===== src/rtl/sdram_arbiter_if.sv =====
// sdram_arbiter_if
// AXI4-Lite bus between the arbiter and the memory-side slave.
// 32-bit address and data, 4-bit write strobes, 2-bit responses.
//   master modport : arbiter side (drives addresses, data, valids and
//                    response readies)
//   slave  modport : memory side (drives address/data readies and the
//                    read/write responses)
interface sdram_arbiter_if;
  logic [31:0] araddr;
  logic        arvalid;
  logic        arready;
  logic [31:0] awaddr;
  logic        awvalid;
  logic        awready;
  logic [31:0] wdata;
  logic [3:0]  wstrb;
  logic        wvalid;
  logic        wready;
  logic [1:0]  bresp;
  logic        bvalid;
  logic        bready;
  logic [31:0] rdata;
  logic [1:0]  rresp;
  logic        rvalid;
  logic        rready;

  modport master (
    output araddr, arvalid, awaddr, awvalid, wdata, wstrb, wvalid, bready, rready,
    input  arready, awready, wready, bresp, bvalid, rdata, rresp, rvalid
  );

  modport slave (
    input  araddr, arvalid, awaddr, awvalid, wdata, wstrb, wvalid, bready, rready,
    output arready, awready, wready, bresp, bvalid, rdata, rresp, rvalid
  );
endinterface


===== src/rtl/sdram_arbiter.sv =====
// sdram_arbiter
// Two-port request arbiter in front of a single AXI4-Lite master port.
// Only one transaction is ever outstanding; the granted port's request
// fields are captured on the grant edge and replayed onto the bus.
//   FIXED_PRIO    : 0 = round-robin between ports, 1 = port 0 always wins
//   clk, rstn     : clock (rising edge), asynchronous active-low reset
//   reqN_valid/we/addr/wdata/wstrb : request from port N (N = 0, 1)
//   reqN_ack      : one-cycle pulse, request captured
//   reqN_done     : one-cycle pulse, access complete
//   reqN_rdata/err: read data / error flag, valid with reqN_done
//   m_axi         : AXI4-Lite master port
module sdram_arbiter #(
  parameter int FIXED_PRIO = 0
) (
  input  logic                   clk,
  input  logic                   rstn,
  input  logic                   req0_valid,
  input  logic                   req0_we,
  input  logic [31:0]            req0_addr,
  input  logic [31:0]            req0_wdata,
  input  logic [3:0]             req0_wstrb,
  output logic                   req0_ack,
  output logic                   req0_done,
  output logic [31:0]            req0_rdata,
  output logic                   req0_err,
  input  logic                   req1_valid,
  input  logic                   req1_we,
  input  logic [31:0]            req1_addr,
  input  logic [31:0]            req1_wdata,
  input  logic [3:0]             req1_wstrb,
  output logic                   req1_ack,
  output logic                   req1_done,
  output logic [31:0]            req1_rdata,
  output logic                   req1_err,
  sdram_arbiter_if.master        m_axi
);

  typedef enum logic [2:0] {
    IDLE,
    RD_ADDR,
    RD_DATA,
    WR_ADDR_DATA,
    WR_RESP
  } state_t;

  state_t      state, state_next;
  logic        last_grant;
  logic        cur_port;
  logic [31:0] addr_q;
  logic [31:0] wdata_q;
  logic [3:0]  wstrb_q;
  logic        arvalid_q, awvalid_q, wvalid_q, bready_q, rready_q;

  logic        grant_valid;
  logic        grant_port;
  logic        grant_we;
  logic        aw_done, w_done;

  // One captured address serves both read and write channels.
  assign m_axi.araddr  = addr_q;
  assign m_axi.awaddr  = addr_q;
  assign m_axi.wdata   = wdata_q;
  assign m_axi.wstrb   = wstrb_q;
  assign m_axi.arvalid = arvalid_q;
  assign m_axi.awvalid = awvalid_q;
  assign m_axi.wvalid  = wvalid_q;
  assign m_axi.bready  = bready_q;
  assign m_axi.rready  = rready_q;

  // A write channel counts as finished once its valid has dropped or is
  // being accepted this cycle, so aw and w may complete in any order.
  assign aw_done = !awvalid_q || m_axi.awready;
  assign w_done  = !wvalid_q  || m_axi.wready;

  // On a tie, round-robin picks the port that did not win last time.
  always_comb begin
    grant_valid = req0_valid | req1_valid;
    grant_port  = 1'b0;
    if (req0_valid && req1_valid)
      grant_port = (FIXED_PRIO != 0) ? 1'b0 : ~last_grant;
    else if (req1_valid)
      grant_port = 1'b1;
    grant_we = grant_port ? req1_we : req0_we;
  end

  always_ff @(posedge clk or negedge rstn) begin
    if (!rstn)
      state <= IDLE;
    else
      state <= state_next;
  end

  always_comb begin
    state_next = state;
    case (state)
      IDLE:         if (grant_valid) state_next = grant_we ? WR_ADDR_DATA : RD_ADDR;
      RD_ADDR:      if (arvalid_q && m_axi.arready) state_next = RD_DATA;
      RD_DATA:      if (rready_q && m_axi.rvalid) state_next = IDLE;
      WR_ADDR_DATA: if (aw_done && w_done) state_next = WR_RESP;
      WR_RESP:      if (bready_q && m_axi.bvalid) state_next = IDLE;
      default:      state_next = IDLE;
    endcase
  end

  // Bus handshakes, request capture and per-port responses. Only the
  // granted port's rdata/err are ever written.
  always_ff @(posedge clk or negedge rstn) begin
    if (!rstn) begin
      last_grant <= 1'b1;
      cur_port   <= 1'b0;
      addr_q     <= '0;
      wdata_q    <= '0;
      wstrb_q    <= '0;
      arvalid_q  <= 1'b0;
      awvalid_q  <= 1'b0;
      wvalid_q   <= 1'b0;
      bready_q   <= 1'b0;
      rready_q   <= 1'b0;
      req0_ack   <= 1'b0;
      req0_done  <= 1'b0;
      req0_rdata <= '0;
      req0_err   <= 1'b0;
      req1_ack   <= 1'b0;
      req1_done  <= 1'b0;
      req1_rdata <= '0;
      req1_err   <= 1'b0;
    end else begin
      req0_ack  <= 1'b0;
      req1_ack  <= 1'b0;
      req0_done <= 1'b0;
      req1_done <= 1'b0;
      case (state)
        IDLE: begin
          if (grant_valid) begin
            last_grant <= grant_port;
            cur_port   <= grant_port;
            addr_q     <= grant_port ? req1_addr  : req0_addr;
            wdata_q    <= grant_port ? req1_wdata : req0_wdata;
            wstrb_q    <= grant_port ? req1_wstrb : req0_wstrb;
            req0_ack   <= ~grant_port;
            req1_ack   <= grant_port;
            if (grant_we) begin
              awvalid_q <= 1'b1;
              wvalid_q  <= 1'b1;
            end else begin
              arvalid_q <= 1'b1;
            end
          end
        end
        RD_ADDR: begin
          if (arvalid_q && m_axi.arready) begin
            arvalid_q <= 1'b0;
            rready_q  <= 1'b1;
          end
        end
        RD_DATA: begin
          if (rready_q && m_axi.rvalid) begin
            rready_q <= 1'b0;
            if (cur_port) begin
              req1_rdata <= m_axi.rdata;
              req1_err   <= (m_axi.rresp != 2'b00);
              req1_done  <= 1'b1;
            end else begin
              req0_rdata <= m_axi.rdata;
              req0_err   <= (m_axi.rresp != 2'b00);
              req0_done  <= 1'b1;
            end
          end
        end
        WR_ADDR_DATA: begin
          if (awvalid_q && m_axi.awready) awvalid_q <= 1'b0;
          if (wvalid_q && m_axi.wready)   wvalid_q  <= 1'b0;
          if (aw_done && w_done)          bready_q  <= 1'b1;
        end
        WR_RESP: begin
          if (bready_q && m_axi.bvalid) begin
            bready_q <= 1'b0;
            if (cur_port) begin
              req1_err  <= (m_axi.bresp != 2'b00);
              req1_done <= 1'b1;
            end else begin
              req0_err  <= (m_axi.bresp != 2'b00);
              req0_done <= 1'b1;
            end
          end
        end
        default: ;
      endcase
    end
  end

endmodule

===== src/flat_wrapper.sv =====
// flat-port wrapper written by rule: the top's interface ports become plain ports
module sdram_arbiter_flat 
#(
  parameter int FIXED_PRIO = 0
)
  (clk, rstn, req0_valid, req0_we, req0_addr, req0_wdata, req0_wstrb, req0_ack, req0_done, req0_rdata, req0_err, req1_valid, req1_we, req1_addr, req1_wdata, req1_wstrb, req1_ack, req1_done, req1_rdata, req1_err, m_axi_araddr, m_axi_arvalid, m_axi_awaddr, m_axi_awvalid, m_axi_wdata, m_axi_wstrb, m_axi_wvalid, m_axi_bready, m_axi_rready, m_axi_arready, m_axi_awready, m_axi_wready, m_axi_bresp, m_axi_bvalid, m_axi_rdata, m_axi_rresp, m_axi_rvalid);
  sdram_arbiter_if m_axi_i ();
  input  logic clk;
  input  logic rstn;
  input  logic req0_valid;
  input  logic req0_we;
  input  logic [31:0] req0_addr;
  input  logic [31:0] req0_wdata;
  input  logic [3:0] req0_wstrb;
  output logic req0_ack;
  output logic req0_done;
  output logic [31:0] req0_rdata;
  output logic req0_err;
  input  logic req1_valid;
  input  logic req1_we;
  input  logic [31:0] req1_addr;
  input  logic [31:0] req1_wdata;
  input  logic [3:0] req1_wstrb;
  output logic req1_ack;
  output logic req1_done;
  output logic [31:0] req1_rdata;
  output logic req1_err;
  output wire logic [$bits(m_axi_i.araddr)-1:0] m_axi_araddr;
  output wire logic [$bits(m_axi_i.arvalid)-1:0] m_axi_arvalid;
  output wire logic [$bits(m_axi_i.awaddr)-1:0] m_axi_awaddr;
  output wire logic [$bits(m_axi_i.awvalid)-1:0] m_axi_awvalid;
  output wire logic [$bits(m_axi_i.wdata)-1:0] m_axi_wdata;
  output wire logic [$bits(m_axi_i.wstrb)-1:0] m_axi_wstrb;
  output wire logic [$bits(m_axi_i.wvalid)-1:0] m_axi_wvalid;
  output wire logic [$bits(m_axi_i.bready)-1:0] m_axi_bready;
  output wire logic [$bits(m_axi_i.rready)-1:0] m_axi_rready;
  input wire logic [$bits(m_axi_i.arready)-1:0] m_axi_arready;
  input wire logic [$bits(m_axi_i.awready)-1:0] m_axi_awready;
  input wire logic [$bits(m_axi_i.wready)-1:0] m_axi_wready;
  input wire logic [$bits(m_axi_i.bresp)-1:0] m_axi_bresp;
  input wire logic [$bits(m_axi_i.bvalid)-1:0] m_axi_bvalid;
  input wire logic [$bits(m_axi_i.rdata)-1:0] m_axi_rdata;
  input wire logic [$bits(m_axi_i.rresp)-1:0] m_axi_rresp;
  input wire logic [$bits(m_axi_i.rvalid)-1:0] m_axi_rvalid;
  assign m_axi_araddr = m_axi_i.araddr;
  assign m_axi_arvalid = m_axi_i.arvalid;
  assign m_axi_awaddr = m_axi_i.awaddr;
  assign m_axi_awvalid = m_axi_i.awvalid;
  assign m_axi_wdata = m_axi_i.wdata;
  assign m_axi_wstrb = m_axi_i.wstrb;
  assign m_axi_wvalid = m_axi_i.wvalid;
  assign m_axi_bready = m_axi_i.bready;
  assign m_axi_rready = m_axi_i.rready;
  assign m_axi_i.arready = m_axi_arready;
  assign m_axi_i.awready = m_axi_awready;
  assign m_axi_i.wready = m_axi_wready;
  assign m_axi_i.bresp = m_axi_bresp;
  assign m_axi_i.bvalid = m_axi_bvalid;
  assign m_axi_i.rdata = m_axi_rdata;
  assign m_axi_i.rresp = m_axi_rresp;
  assign m_axi_i.rvalid = m_axi_rvalid;
  sdram_arbiter #(.FIXED_PRIO(FIXED_PRIO)) u_core (.clk(clk), .rstn(rstn), .req0_valid(req0_valid), .req0_we(req0_we), .req0_addr(req0_addr), .req0_wdata(req0_wdata), .req0_wstrb(req0_wstrb), .req0_ack(req0_ack), .req0_done(req0_done), .req0_rdata(req0_rdata), .req0_err(req0_err), .req1_valid(req1_valid), .req1_we(req1_we), .req1_addr(req1_addr), .req1_wdata(req1_wdata), .req1_wstrb(req1_wstrb), .req1_ack(req1_ack), .req1_done(req1_done), .req1_rdata(req1_rdata), .req1_err(req1_err), .m_axi(m_axi_i));
endmodule

===== config.mk =====
export PLATFORM = sky130hd
export DESIGN_NAME = sdram_arbiter_flat
export DESIGN_NICKNAME = d
export VERILOG_FILES = /design/src/rtl/sdram_arbiter_if.sv /design/src/rtl/sdram_arbiter.sv /design/src/flat_wrapper.sv
export SDC_FILE = /design/constraint.sdc
export NUM_CORES = 1
export LEC_CHECK = 0
export ABC_AREA = 1
export ABC_CLOCK_PERIOD_IN_PS = 1730
export BUFFER_PORTS_ARGS = -buffer_cell sky130_fd_sc_hd__buf_2
export CELL_PAD_IN_SITES_DETAIL_PLACEMENT = 0
export CELL_PAD_IN_SITES_GLOBAL_PLACEMENT = 1
export CORE_ASPECT_RATIO = 0.7
export CORE_UTILIZATION = 31
export DETAILED_ROUTE_END_ITERATION = 10
export PLACE_DENSITY_LB_ADDON = 0.1
export SLEW_MARGIN = 5
export SYNTH_ARGS = -nofsm -noshare
export SYNTH_HDL_FRONTEND = slang
export SYNTH_SLANG_ARGS = --single-unit

===== constraint.sdc =====
create_clock -name clk -period 1.73 [get_ports clk]
set_input_delay 0.2595 -clock clk [delete_from_list [all_inputs] [get_ports clk]]
set_output_delay 0.2595 -clock clk [all_outputs]
set_load 0.02 [all_outputs]

# --- Yosys cells after proc, flatten, opt, wreduce, memory -nomap -nowiden ---
# Cells that the tools add are included.
op_classes:
  n_reduce_logical: 30
  muxes: 51
  n_bitwise: 4
  n_eq_ne: 17
op_table:
  columns: ["cell", "n"]
  rows:
  - ["$mux 32", 2]
  - ["$mux 1", 32]
  - ["$ne 2x1->1 const B", 10]
  - ["$pmux 1 s2", 9]
  - ["$mux 3", 5]
  - ["$pmux 3 s5", 1]
  - ["$reduce_and 5->1", 3]
  - ["$reduce_bool 2->1", 7]
  - ["$reduce_and 3->1", 4]
  - ["$reduce_and 4->1", 3]
  - ["$logic_and 1x1->1", 7]
  - ["$eq 3x2->1 const B", 2]
  - ["$ne 2x2->1 const B", 3]
  - ["$mux 4", 1]
  - ["$eq 3x1->1 const B", 1]
  - ["$eq 3x3->1 const B", 1]
  - ["$logic_not 3->1", 1]
  - ["$not 1->1", 3]
  - ["$logic_not 1->1", 2]
  - ["$logic_or 1x1->1", 2]
  - ["$mux 2", 1]
  - ["$reduce_and 2->1", 1]
  - ["$or 1x1->1", 1]
totals:
  register_bits: 148
  wordCells: 121
  input_bits: 183
  out_inout_bits: 175

# --- Depth between registers and ports, before layout ---
depth:
  ltp_word: 6
  mapped_depth: 9
  ltp_nobuf: 8

# --- Worst setup path before layout ---
# Ideal clock, no wire load.
synth_timing:
  path_kind: "register to register"
  startpoint: "reg u_core.state[1]"
  endpoint: "reg u_core.addr_q[0] (netlist: u_core.m_axi.araddr[0])"
  path_buffers: 2
  stages_incl_launch_ff: 10
  t_arrival_ps: 1235
  setup_slack_ps: 418
  setup_ps: 76
  period_less_slack_ps: 1312
  required_time_ps: 1654
  path_cell_list: "dfrtp_1 -> inv_2 -> nand2_1 -> nor2_2 -> nand2_2 -> buf_6 -> inv_1 -> buf_2 -> o21ai_0 -> o21ai_1"
synth_via:
  elab_chain_len: 2
synth_lines:
  columns: ["element", "line_no", "text"]
  rows:
  - ["from (decl)", "sdram_arbiter.sv:46", "state_t state, state_next;"]
  - ["from (signal assigned)", "sdram_arbiter.sv:90", "state <= state_next;"]
  - ["$logic_not 3->1", "sdram_arbiter.sv:132", "case (state)"]
  - ["$reduce_and 2->1 (no source line)", null, null]
  - ["to (signal assigned)", "sdram_arbiter.sv:137", "addr_q <= grant_port ? req1_addr : req0_addr;"]
  - ["to (decl)", "sdram_arbiter.sv:49", "logic [31:0] addr_q;"]
# Every way passes these cells.
# A chain may end at the register's enable or synchronous reset.

# --- Worst setup path after layout ---
layout_timing:
  startpoint: "reg u_core.state[1]"
  endpoint: "reg u_core.wdata_q[28] (netlist: u_core.m_axi.wdata[28])"
layout_via:
  elab_chain_len: 2
layout_lines:
  columns: ["element", "line_no", "text"]
  rows:
  - ["$logic_not 3->1", "sdram_arbiter.sv:132", null]
  - ["$reduce_and 2->1 (no source line)", null, null]
  - ["to (signal assigned)", "sdram_arbiter.sv:138", "wdata_q <= grant_port ? req1_wdata : req0_wdata;"]
  - ["to (decl)", "sdram_arbiter.sv:50", "logic [31:0] wdata_q;"]
# Every way passes these cells.

==> impl_metrics.ini <==
[detailed_routing]
ant_nets = 0
drc_errors = 0
routed_wl_um = 20400
drtPass1Iterations = 4
routed_via_density = 4.40
first_iter_violations = 267
wl_per_cell_um = 15.1
vias = 5939

[yosys]
synth_top_area_cell = dfrtp_1
ys_types = 20
synth_top_flop_cell = dfrtp_1
synthTopCellsByCount = nand2_1 (289), dfrtp_1 (147), o21ai_0 (75), nand3_1 (70), inv_1 (41)
ys_seq_area_share_pct = 58.4
yosysTopAreaCellShare_pct = 58.0
syn_area_um2 = 6340
synthesis.instances = 741
yosysWarnings = 0
synth-async-reset-ratio_pct = 100
syn_nets = 924
syn_avg_cell_area_um2 = 8.56
synth_most_common_cell = nand2_1
synth_area_leaders = dfrtp_1 (58%), nand2_1 (17%), o21ai_0 (5.9%), nand3_1 (5.5%), buf_4 (4.5%)
synth-edff-count = 0
synth-seq-cells = 148

[sta]
finalClockSkew_ns = 0.0109
fin_tns_setup_ns = 0
clock.fmax_mhz = 639
fin_crit_sh_pct = 90.5
setup_ws_ns = 0.165
final.min_clock_period_ns = 1.57
slew_violations = 0
rsz0062_at_grt = no
setup_viol = 0
tightestPinTransition_ns = 0.308
maxSlewHeadroom_pct = 79.5
hold_viol_final = 0

[power]
ir_drop_uv = 484
combPwrFrac_pct = 4.4
power_switching_mw = 1.74
p_leak_nw = 5.23
intPower_mw = 6.12
powerDensity_nw_per_um2 = 878
seqPwrFrac_pct = 44.1
clockPowerShare_pct = 51.5
switching_share_pct = 22.1

[floorplan]
die_w_um = 173
rows = 43
core_area_um2 = 19900
initial_core_util_pct = 31.9
dieArea_um2 = 21000
top_level_ports = 358
die_h_um = 122

[grt]
grt_max_degree = 65
grt-ovfl-total = 0
grt_pass1_vias = 5776
grt_pass1_wl_um = 31700
antenna_found_initial = 0
grt_usage_pct = 19.6

[hold_path]
min_path_cells = 3
hp-class = in -> reg

[final_layout]
num-nets-final = 1250
antenna-diode-count = 0
syn2layout_area_growth_pct = 41.2
drive_gt1_share_pct = 38.5
fill_cells = 2091

[worst_setup_path]
crit_fanout = 44
critPathKind = reg -> reg
slowest_delay_ns = 0.43
startpoint_type = flop
critPathSlowestCell = dfrtp_1
cp.arrival_ns = 1.91
r2r_cells = 8
rrSetupSlack_ns = 0.16
crit_path_cell_trace = inv_2 -> nand2_1 -> nor2_2 -> nand2_4 -> nor2_4 -> buf_12 -> nand2_1 -> nand3_1
worst_setup_path_end_kind = flop
path_common_cell = nand2_1
crit_required_ns = 2.08

[placed_design]
pre_cts_slack_ns = 0.143
gp_congestion = 0.767
post-dp-hpwl_um = 15000
port_buffers = 357

[clock_network]
numCtsBuffers = 17
clk_path_buf_depth = 2
cts_sinks = 148
post_cts_buffers = 0
h-tree-depth = 4
clk_latency_ns = 0.41
cts_tree = done
clkSlewWorstSetupHoldPaths_ns = 0.07
cts.root.buffer_cell = clkbuf_16

[job]
cap_violations = 0

[status]
status = completed
[critical path, delay by kind of cell (launching register included)]
family | cells | cell delay (ns)
simple gates | 6 | 0.73
flops | 1 | 0.43
buf+inv | 2 | 0.34
[cell families (layout without fill, tap and decap cells)]
kind of cell,Yosys count,count (layout),synth area share (%)
simple gates,389,389,24.9
flops,148,148,58.4
buf+inv,111,450,9.25
compound gates,93,93,7.42
[timing repair]
| action | 4_1_cts | 5_1_grt |
|---|---|---|
| endpoints found under the setup margin | 0 | 11 |
| endpoints found under the hold margin | 23 | 0 |
| hold buffers | 1 | 0 |
| gates resized for setup | 0 | 2 |
[power groups by stage]
stage / clock, mW / combinational, mW / sequential (mW)
final: 4.05 / 0.347 / 3.46
after detailed placement: 0 / 0.354 / 3.53
after global placement: 0 / 0.358 / 3.53
after floorplan: 0 / 0.0385 / 3.53
after global routing: 4.30 / 0.396 / 3.46
after CTS: 4.16 / 0.358 / 3.46
[worst paths after layout]
kind                                        start                     end
worst max-delay path              u_core.state[1]  u_core.m_axi.wdata[28]
worst min-delay path               req0_wdata[25]  u_core.m_axi.wdata[25]
worst max register to register    u_core.state[1]  u_core.m_axi.wdata[28]
worst min register to register  u_core.last_grant       u_core.last_grant
max in group asynchronous                    rstn         u_core.req1_ack
min in group asynchronous                    rstn    u_core.req1_rdata[7]
[metrics by stage]
stage / utilization [%] / instances / hold WS, ns / power [mW] / cell area, um^2
after floorplan: - / 741 / -0.0361 / 3.57 / 6340
after global placement: 41.7 / 1317 / 0.161 / 3.89 / 8300
after detailed placement: 41.7 / 1317 / 0.161 / 3.88 / 8300
after CTS: 44.9 / 1350 / 0.0213 / 7.98 / 8950
after global routing: 45.0 / 1350 / 0.0268 / 8.16 / 8960
final: 45.0 / 1350 / 0.0465 / 7.86 / 8960
[cell usage in the layout (no fill, tap or decap), drive strengths merged]
cell / count
buf: 372
nand2: 292
dfrtp: 147
o21ai: 89
nand3: 70
inv: 47
nor2: 24
clkbuf: 19
clkinvlp: 4
bufinv: 4
clkinv: 3
nand4: 2
a21oi: 2
o21bai: 2
nand3b: 1
dlygate4sd3: 1
dfstp: 1
[final cells by class]
class | count | area [um^2] | share of cell area [%]
Sequential cell | 148 | 3700 | 41.4
Timing Repair Buffer | 373 | 2040 | 22.8
Tap cell | 270 | 338 | 3.77
Clock inverter | 13 | 198 | 2.21
Multi-Input combinational cell | 482 | 2060 | 23.0
Inverter | 45 | 173 | 1.93
Clock buffer | 19 | 443 | 4.95
[layer usage]
layer	vias up	track usage [%]	wire (um)
met4	0	5.14	173
met2	204	33.9	10200
met5	-	0	0
li1	2969	-	-
met3	12	6.18	1390
met1	2754	23.7	8660
[sequential cells by signal, indices dropped and copies added (netlist names)]
register,flops
u_core.m_axi.bready,1
u_core.cur_port,1
u_core.req0_rdata,32
u_core.m_axi.wvalid,1
u_core.req1_ack,1
u_core.m_axi.araddr,32
u_core.req1_done,1
u_core.m_axi.wstrb,4
u_core.req1_rdata,32
u_core.req1_err,1
u_core.req0_done,1
u_core.m_axi.awvalid,1
u_core.last_grant,1
u_core.m_axi.wdata,32
u_core.req0_err,1
u_core.req0_ack,1
u_core.m_axi.arvalid,1
u_core.state,3
u_core.m_axi.rready,1
Power figures use the tool's default switching activity.
